<file path="config.mk">
export PLATFORM = sky130hd
export DESIGN_NAME = mem_access_stage
export DESIGN_NICKNAME = d
export VERILOG_FILES = /design/src/rtl/mips_pkg.sv /design/src/rtl/mem2wb_reg.sv /design/src/rtl/mem_access_stage.sv
export SDC_FILE = /design/constraint.sdc
export NUM_CORES = 1
export LEC_CHECK = 0
export CAP_MARGIN = 20
export CORE_AREA = 2 2 122 124
export DETAILED_ROUTE_END_ITERATION = 7
export DIE_AREA = 0 0 124 126
export GPL_TIMING_DRIVEN = 0
export PLACE_DENSITY = 0.79
export SKIP_LAST_GASP = 1
export SLEW_MARGIN = 15
export SYNTH_ARGS = -nofsm -noshare
export SYNTH_HDL_FRONTEND = slang
export SYNTH_HIERARCHICAL = 1
export SYNTH_SLANG_ARGS = --single-unit
</file>
<file path="constraint.sdc">
create_clock -name clk -period 4.1 [get_ports clk]
set_input_delay 1.23 -clock clk [delete_from_list [all_inputs] [get_ports clk]]
set_output_delay 1.23 -clock clk [all_outputs]
set_load 0.05 [all_outputs]
</file>
<file path="src/rtl/mips_pkg.sv">
// mips_pkg: shared MEM-stage types and constants
package mips_pkg;
  typedef enum logic {MEM_IDLE, MEM_WAIT} mem_state_t;
  localparam int WORD_ALIGN_BITS = 2;
endpackage

</file>
<file path="src/rtl/mem2wb_reg.sv">
// mem2wb_reg: MEM/WB pipeline register with bubble insertion and optional load-data capture
module mem2wb_reg (
  input  logic        clk,
  input  logic        rst_n,
  input  logic        bubble,
  input  logic        load_rdata,
  input  logic [4:0]  write_reg_in,
  input  logic [31:0] pc_in,
  input  logic [31:0] alu_result_in,
  input  logic [31:0] rdata_in,
  input  logic        mem_to_reg_in,
  input  logic        data_c_in,
  output logic [4:0]  write_reg_wb,
  output logic [31:0] pc_wb,
  output logic [31:0] alu_result_wb,
  output logic [31:0] read_data_wb,
  output logic        MemtoReg_wb,
  output logic        DataC_wb
);
  logic [4:0]  write_reg_q, write_reg_d;
  logic [31:0] pc_q, pc_d, alu_result_q, alu_result_d, read_data_q, read_data_d;
  logic        mem_to_reg_q, mem_to_reg_d, data_c_q, data_c_d;
  always_comb begin
    write_reg_d  = write_reg_in;
    pc_d         = pc_in;
    alu_result_d = alu_result_in;
    read_data_d  = load_rdata ? rdata_in : read_data_q;
    mem_to_reg_d = bubble ? 1'b0 : mem_to_reg_in;
    data_c_d     = bubble ? 1'b0 : data_c_in;
  end
  always_ff @(posedge clk) begin
    if (!rst_n) begin
      write_reg_q  <= '0;
      pc_q         <= '0;
      alu_result_q <= '0;
      read_data_q  <= '0;
      mem_to_reg_q <= 1'b0;
      data_c_q     <= 1'b0;
    end else begin
      write_reg_q  <= write_reg_d;
      pc_q         <= pc_d;
      alu_result_q <= alu_result_d;
      read_data_q  <= read_data_d;
      mem_to_reg_q <= mem_to_reg_d;
      data_c_q     <= data_c_d;
    end
  end
  assign write_reg_wb  = write_reg_q;
  assign pc_wb         = pc_q;
  assign alu_result_wb = alu_result_q;
  assign read_data_wb  = read_data_q;
  assign MemtoReg_wb   = mem_to_reg_q;
  assign DataC_wb      = data_c_q;
endmodule

</file>
<file path="src/rtl/mem_access_stage.sv">
// mem_access_stage: MIPS MEM stage issuing req/ack data-memory accesses with stall, timeout and alignment checks
module mem_access_stage
  import mips_pkg::*;
#(
  parameter int TIMEOUT_CYCLES = 16
) (
  input  logic        clk,
  input  logic        rst_n,
  input  logic [4:0]  write_reg_mem,
  input  logic [31:0] pc_mem,
  input  logic        MemWrite_mem,
  input  logic        MemRead_mem,
  input  logic        MemtoReg_mem,
  input  logic        DataC_mem,
  input  logic [31:0] alu_result_mem,
  input  logic [31:0] write_data_mem,
  output logic        dmem_req,
  output logic        dmem_we,
  output logic [31:0] dmem_addr,
  output logic [31:0] dmem_wdata,
  input  logic        dmem_ack,
  input  logic [31:0] dmem_rdata,
  output logic        mem_stall,
  output logic [4:0]  write_reg_wb,
  output logic [31:0] pc_wb,
  output logic [31:0] alu_result_wb,
  output logic [31:0] read_data_wb,
  output logic        MemtoReg_wb,
  output logic        DataC_wb,
  output logic        bus_err,
  output logic        misalign_err
);
  localparam int CW = $clog2(TIMEOUT_CYCLES) + 1;
  mem_state_t  state_q, state_d;
  logic [CW-1:0] count_q, count_d;
  logic bus_err_q, bus_err_d, misalign_err_q, misalign_err_d;
  logic memop, aligned, misaligned, abort, complete, stall, bubble, load_rdata;
  always_comb begin
    memop          = MemRead_mem | MemWrite_mem;
    aligned        = memop & (alu_result_mem[WORD_ALIGN_BITS-1:0] == '0);
    misaligned     = memop & ~aligned;
    abort          = (state_q == MEM_WAIT) & ~dmem_ack & (count_q == CW'(TIMEOUT_CYCLES - 1));
    complete       = aligned & dmem_ack;
    stall          = aligned & ~dmem_ack & ~abort;
    bubble         = stall | misaligned | abort;
    load_rdata     = complete & MemRead_mem & ~MemWrite_mem;
    state_d        = (state_q == MEM_IDLE) ? (stall ? MEM_WAIT : MEM_IDLE)
                                           : ((dmem_ack | abort) ? MEM_IDLE : MEM_WAIT);
    count_d        = (state_d == MEM_WAIT) ? count_q + 1'b1 : '0;
    bus_err_d      = abort;
    misalign_err_d = misaligned;
  end
  always_ff @(posedge clk) begin
    if (!rst_n) begin
      state_q        <= MEM_IDLE;
      count_q        <= '0;
      bus_err_q      <= 1'b0;
      misalign_err_q <= 1'b0;
    end else begin
      state_q        <= state_d;
      count_q        <= count_d;
      bus_err_q      <= bus_err_d;
      misalign_err_q <= misalign_err_d;
    end
  end
  // request stays up while the upstream registers are frozen on the same access
  assign dmem_req     = rst_n & aligned;
  assign dmem_we      = rst_n & aligned & MemWrite_mem;
  assign dmem_addr    = alu_result_mem;
  assign dmem_wdata   = write_data_mem;
  assign mem_stall    = rst_n & stall;
  assign bus_err      = bus_err_q;
  assign misalign_err = misalign_err_q;
  mem2wb_reg u_mem2wb (
    .clk          (clk),
    .rst_n        (rst_n),
    .bubble       (bubble),
    .load_rdata   (load_rdata),
    .write_reg_in (write_reg_mem),
    .pc_in        (pc_mem),
    .alu_result_in(alu_result_mem),
    .rdata_in     (dmem_rdata),
    .mem_to_reg_in(MemtoReg_mem),
    .data_c_in    (DataC_mem),
    .write_reg_wb (write_reg_wb),
    .pc_wb        (pc_wb),
    .alu_result_wb(alu_result_wb),
    .read_data_wb (read_data_wb),
    .MemtoReg_wb  (MemtoReg_wb),
    .DataC_wb     (DataC_wb)
  );
endmodule

</file>
==> flow_metrics.tcl, run 1 <==
set metrics [dict create \
    hp-class "flop to flop" \
    wirelength_um 11540 \
    hold_viol 0 \
    cts_tree "built" \
    crit_fanout 4 \
    dp_hpwl_um 9423 \
    start_util 0.2793 \
    cp.depth 3 \
    yosysMostFrequentCell "dfxtp_1" \
    instances_no_fill 834 \
    portBuffers 279 \
    fmax_mhz 250.9 \
    fin_ws_ns 0.1136 \
    grt_setup_unrepaired "no" \
    critPathRequiredTime_ns 2.87 \
    clock_path_buffers 2 \
    synthCells 355 \
    netlist_top_cells_count "dfxtp_1 (111), and2_1 (69), buf_4 (65)" \
    ys_seq_area_frac 0.5559 \
    synth_seq_cells 111 \
    power.switching_mw 0.7645 \
    syn_to_final_growth_pct 84.13 \
    postCtsSetupBuffers 0 \
    viasPerCell 3.929 \
    p_int_mw 2.001 \
    seq_power_share 0.409 \
    vias 3277 \
    grt_first_pass_wirelength_um 16790 \
    critPathTopFamily "buffers and inverters" \
    final_core_util 0.5142 \
    grt.total_usage 0.1421 \
    p_leak_nw 2.873 \
    cp.arrival_ns 2.76 \
    grt_pass1_vias 3366 \
    routabilityCongestion 0.7952 \
    period_needed_ns 3.986 \
    cpMaxStageDelayCell "clkdlybuf4s50_1" \
    p_per_area_nw_per_um2 375.6 \
    worst_hold_startpoint "count_q[0]" \
    cts_sinks 111 \
    async_flop_share 0 \
    path_buf_inv 3 \
    fin_nets 787 \
    cp_slowest_stage_delay_ns 0.79 \
    cp-end-kind "primary output" \
    critPathMostFrequentCell "clkdlybuf4s50_1" \
    synth_edf_count 0 \
    rows 44 \
    yosysWarningCount 6 \
    vdd_ir_drop_max_mv 0.2252 \
    antenna_found_initial 0 \
    synth_area_per_cell_um2 11.26 \
    drive_gt1_frac 0.1477 \
    syn_area_um2 3998 \
    startpoint "alu_result_mem[0]" \
    wl_per_cell_um 13.84 \
    clock_skew_ns 0.008670 \
    synth_top_area_cell "dfxtp_1" \
    startpoint_type "primary input" \
    die_h_um 126 \
    boundaryPins 312 \
    crit_chain "clkdlybuf4s50_1 > buf_4 > clkdlybuf4s50_1" \
    hold_path_depth 1 \
    synthesis.nets 497 \
    synth_ff_type "dfxtp_1" \
    core_area_um2 14310 \
    yosysUniqueCellTypes 28 \
    ant_nets 0 \
    power_frac_comb 0.231 \
    htree_levels 3 \
    worst-setup-path-type "primary input to primary output" \
    p_total_mw 2.765 \
    tightest_slew_ns 0.5389 \
    p_sw_frac 0.2765 \
    synth_top_area_frac 0.5559 \
    setup_violations 0 \
    die_x_um 124 \
    relSlewSlack 0.6396 \
    post-route-period-util 0.9723 \
    cts_root_buffer "clkbuf_16" \
    regToRegStartpoint "count_q[0]" \
    cts-buffers-inserted 9 \
    status "finished, final reports clean" \
    gr-total-overflow 0 \
    drt_iter0_markers 54 \
    dr.pass1.iters 2 \
    final_max_slew_viol_count 0 \
    pre_cts_ws_ns -0.4333 \
    worstSkewPairLatency_ns 0.35 \
    reg2reg_depth 6 \
    synth_area_leaders "dfxtp_1 (56%), buf_4 (12%), and2_1 (11%)" \
    dp_cells 818 \
    grt_max_degree 19 \
    antenna_cells 0 \
    p_clk_frac 0.360 \
    drc_errors 0 \
    clkTransAtPathRegs_ns 0.07 \
    die-area_um2 15620 \
    cap_violations 0 \
]
-- stage by stage --
step                      instance area [um2]  setup TNS [ns]  hold slack, ns
after CTS                                7360               0          0.4574
after global routing                     7361               0          0.5010
final                                    7361               0          0.4547
after floorplan                          3998               0          0.4293
after detailed placement                 7020          -1.172          0.4475
after global placement                   7020          -1.040          0.4401
-- flip-flops by register name, indices dropped and copies added, names as in the netlist --
register                flops
u_mem2wb/alu_result_wb     32
u_mem2wb/pc_wb             32
u_mem2wb/read_data_wb      32
count_q                     5
u_mem2wb/write_reg_wb       5
bus_err                     1
misalign_err                1
state_q                     1
u_mem2wb/DataC_wb           1
u_mem2wb/MemtoReg_wb        1
-- metal layers --
| layer | GRT usage | wire length (um) | up-vias |
|---|---|---|---|
| met3 | 0.05661 | 1241 | 16 |
| met5 | 0 | 0 | - |
| met2 | 0.2679 | 6046 | 175 |
| met1 | 0.1328 | 4036 | 1453 |
| li1 | - | - | 1633 |
| met4 | 0.06015 | 219 | 0 |
-- logic make-up (layout without fill, tap and decap cells) --
logic type                 count (synthesis)  after routing  synth area share
buffers and inverters                     81            376            0.1534
AOI/OAI and AO/OA                          3              3          0.007199
muxes                                     32             32           0.08013
adders and majority gates                  2              2          0.006259
and+or+nand+nor                          124            124            0.1928
DFF                                      111            111            0.5559
xor gates and xnor gates                   2              2          0.004383
-- power groups by stage --
stage                     registers (mW)  logic, mW  clock network (mW)
after floorplan                     1.30      0.227                   0
after global placement              1.16      0.639                   0
after detailed placement            1.16      0.642                   0
after CTS                           1.13      0.644                1.02
after global routing                1.13      0.665                1.06
final                               1.13      0.638               0.996
-- placed cells by master (no fill, tap or decap), types with 2 or more instances in the layout --
cell / n
nand2_1: 3
clkbuf_16: 9
inv_6: 2
clkbuf_2: 4
inv_1: 2
and3b_1: 2
nor2b_1: 32
buf_2: 3
and2_1: 69
buf_4: 65
dfxtp_1: 111
clkdlybuf4s50_1: 275
buf_12: 3
mux2i_1: 32
dlygate4sd2_1: 3
ha_1: 2
nor3_1: 6
clkbuf_1: 4
nor2_1: 5
bufinv_16: 3
-- layout make-up --
class	instances	area [um2]
Tap cell	184	230.2
Clock buffer	10	229.0
Timing Repair Buffer	279	2789
Multi-Input combinational cell	163	1162
Sequential cell	111	2222
Buffer	79	605.6
Clock inverter	6	115.1
Fill cell	1261	6953
Inverter	2	7.507
-- worst paths after layout --
check | to | slack (ns)
worst max-delay path | dmem_addr[0] | 0.11
worst min register to register | count_q[0] | 0.45
worst max register to register | u_mem2wb/MemtoReg_wb | 2.49
worst min-delay path | count_q[0] | 0.45
-- repair_timing --
item,in CTS,in global routing
gates cloned,0,0
hold buffers,0,0
resized for setup,4,1
setup endpoints to repair,3,1
Power figures use the tool's default switching activity.
==> inputs of run 2 (changes only) <==
--- a/config.mk
+++ b/config.mk
@@ -6,11 +6,13 @@
 export NUM_CORES = 1
 export LEC_CHECK = 0
 export CAP_MARGIN = 20
-export CORE_AREA = 2 2 122 124
+export CELL_PAD_IN_SITES_DETAIL_PLACEMENT = 0
+export CELL_PAD_IN_SITES_GLOBAL_PLACEMENT = 2
+export CORE_MARGIN = 1.5
+export CORE_UTILIZATION = 19
 export DETAILED_ROUTE_END_ITERATION = 7
-export DIE_AREA = 0 0 124 126
 export GPL_TIMING_DRIVEN = 0
-export PLACE_DENSITY = 0.79
+export PLACE_DENSITY = 0.93
 export SKIP_LAST_GASP = 1
 export SLEW_MARGIN = 15
 export SYNTH_ARGS = -nofsm -noshare
==> flow_metrics.tcl, run 2 (same netlist as run 1, synthesis figures left out) <==
set metrics [dict create \
    status "finished, final reports clean" \
    startpoint_type "primary input" \
    drive_gt1_frac 0.1481 \
    grt.total_usage 0.1024 \
    hold_path_depth 1 \
    path_buf_inv 3 \
    instances_no_fill 918 \
    vias 3243 \
    htree_levels 3 \
    wirelength_um 11440 \
    portBuffers 279 \
    critPathMostFrequentCell "clkdlybuf4s50_1" \
    grt_setup_unrepaired "no" \
    cts_sinks 111 \
    worst_hold_startpoint "count_q[0]" \
    hp-class "flop to flop" \
    final_max_slew_viol_count 0 \
    crit_fanout 4 \
    grt_pass1_vias 3281 \
    regToRegStartpoint "count_q[0]" \
    core_area_um2 20430 \
    antenna_found_initial 0 \
    tns_ns 0 \
    viasPerCell 3.533 \
    dp_cells 904 \
    cp.arrival_ns 2.74 \
    syn_to_final_growth_pct 85.38 \
    dp_hpwl_um 9157 \
    die_h_um 148.1 \
    grt_first_pass_wirelength_um 17320 \
    cp_slowest_stage_delay_ns 0.79 \
    final_cell_mix "clkdlybuf4s50_1 (275), dfxtp_1 (111), and2_1 (69)" \
    reg2reg_depth 6 \
    wl_per_cell_um 12.46 \
    p_leak_nw 2.840 \
    final_core_util 0.3628 \
    r2r_setup_slack_ns 2.58 \
    critPathRequiredTime_ns 2.87 \
    fmax_mhz 251.6 \
    cts_tree "built" \
    die_x_um 148.1 \
    rows 52 \
    die-area_um2 21920 \
    hold_viol 0 \
    cpMaxStageDelayCell "clkdlybuf4s50_1" \
    gr-total-overflow 0 \
    setup_violations 0 \
    boundaryPins 312 \
    ant_nets 0 \
    postCtsSetupBuffers 0 \
    routabilityCongestion 0.6797 \
    worst-setup-path-type "primary input to primary output" \
    grt_max_degree 18 \
    cap_violations 0 \
    period_needed_ns 3.974 \
    worstSkewPairLatency_ns 0.35 \
    fin_ws_ns 0.1262 \
    relSlewSlack 0.6296 \
    cts-buffers-inserted 9 \
    cts_hold_buf 0 \
    clock_path_buffers 2 \
    clock_skew_ns 0.008783 \
    cts_root_buffer "clkbuf_16" \
    start_util 0.1957 \
    hold_path_end "count_q[0]" \
    critPathTopFamily "buffers and inverters" \
    vdd_ir_drop_max_mv 0.1628 \
    tightest_slew_ns 0.5539 \
    dr.pass1.iters 3 \
    pre_cts_ws_ns -0.3620 \
    drt_iter0_markers 81 \
    p_total_mw 2.626 \
    drc_errors 0 \
    final_common_cell "clkdlybuf4s50_1" \
    cp-end-kind "primary output" \
    fin_nets 787 \
    rr_endpoint "u_mem2wb/MemtoReg_wb" \
    post-route-period-util 0.9692 \
    clkTransAtPathRegs_ns 0.08 \
    p_per_area_nw_per_um2 354.4 \
    antenna_cells 0 \
    crit_chain "clkdlybuf4s50_1 > buf_4 > clkdlybuf4s50_1" \
]
==> run 2: cell count changes in the layout (fill, tap and decap cells not counted), sizes merged <==
cell	change
clkinvlp	+1
inv	-1
clkbuf	-1
clkdlybuf4s15	+1
dlygate4sd2	-1
bufinv	-2
clkinv	+1
==> run 2: how the worst max path moves through the flow <==
stage | startpoint | depth (start not counted) | end
6_report | alu_result_mem[0] | 3 | dmem_addr[0]
2_1_floorplan | alu_result_mem[1] | 3 | mem_stall
3_5_place_dp | rst_n | 4 | mem_stall
3_3_place_gp | rst_n | 4 | mem_stall
5_1_grt | alu_result_mem[0] | 5 | dmem_req
4_1_cts | alu_result_mem[0] | 3 | dmem_addr[0]
==> run 2: timing repair <==
item / CTS / global route
resized for setup: 7 / 0
setup endpoints to repair: 3 / 0
endpoints found under the hold margin: 0 / 0
==> run 2: layout make-up <==
type	count	area, um2
inverters	2	7.507
clock inverters	5	58.81
flip-flops and latches	111	2222
fillers	2079	13020
clock buffers	9	225.2
plain buffers	79	605.6
multi-input cells	163	1162
repair buffers	279	2791
well taps	270	337.8
==> run 2: per-layer routing <==
layer	wire length [um]	GRT usage	part of all wire
met2	5561	0.1731	0.49
met4	187	0.04010	0.016
met1	4569	0.1157	0.40
met3	1122	0.04049	0.098
met5	0	0	0
==> run 2: worst reg2reg max path: stages (launching register included) <==
cell     delay, ns
dfxtp_1       0.36
ha_1          0.19
and3_1        0.17
ha_1          0.14
nand2_1       0.11
a22oi_1       0.24
and3b_1       0.21
==> run 2: report_power, final <==
part           leakage (nW)  internal [mW]  total, mW  switching [mW]
sequential            0.915           1.12       1.13          0.0112
combinational          1.79          0.280      0.636           0.356
clock                 0.134          0.469      0.861           0.392
total                  2.84           1.87       2.63           0.759
==> run 2: metrics by stage <==
stage / hold WS [ns] / instance area, um2
2_1_floorplan: 0.4293 / 3998
3_3_place_gp: 0.4506 / 7128
3_5_place_dp: 0.4575 / 7128
4_1_cts: 0.4689 / 7411
5_1_grt: 0.4996 / 7411
6_report: 0.4673 / 7411
==> inputs of run 3 (changes only) <==
--- a/config.mk
+++ b/config.mk
@@ -11,6 +11,7 @@
 export CORE_MARGIN = 1.5
 export CORE_UTILIZATION = 19
 export DETAILED_ROUTE_END_ITERATION = 7
+export GPL_ROUTABILITY_DRIVEN = 0
 export GPL_TIMING_DRIVEN = 0
 export PLACE_DENSITY = 0.93
 export SKIP_LAST_GASP = 1
==> results of run 3 <==
Final layout, timing and power as in run 2 (identical DEF).
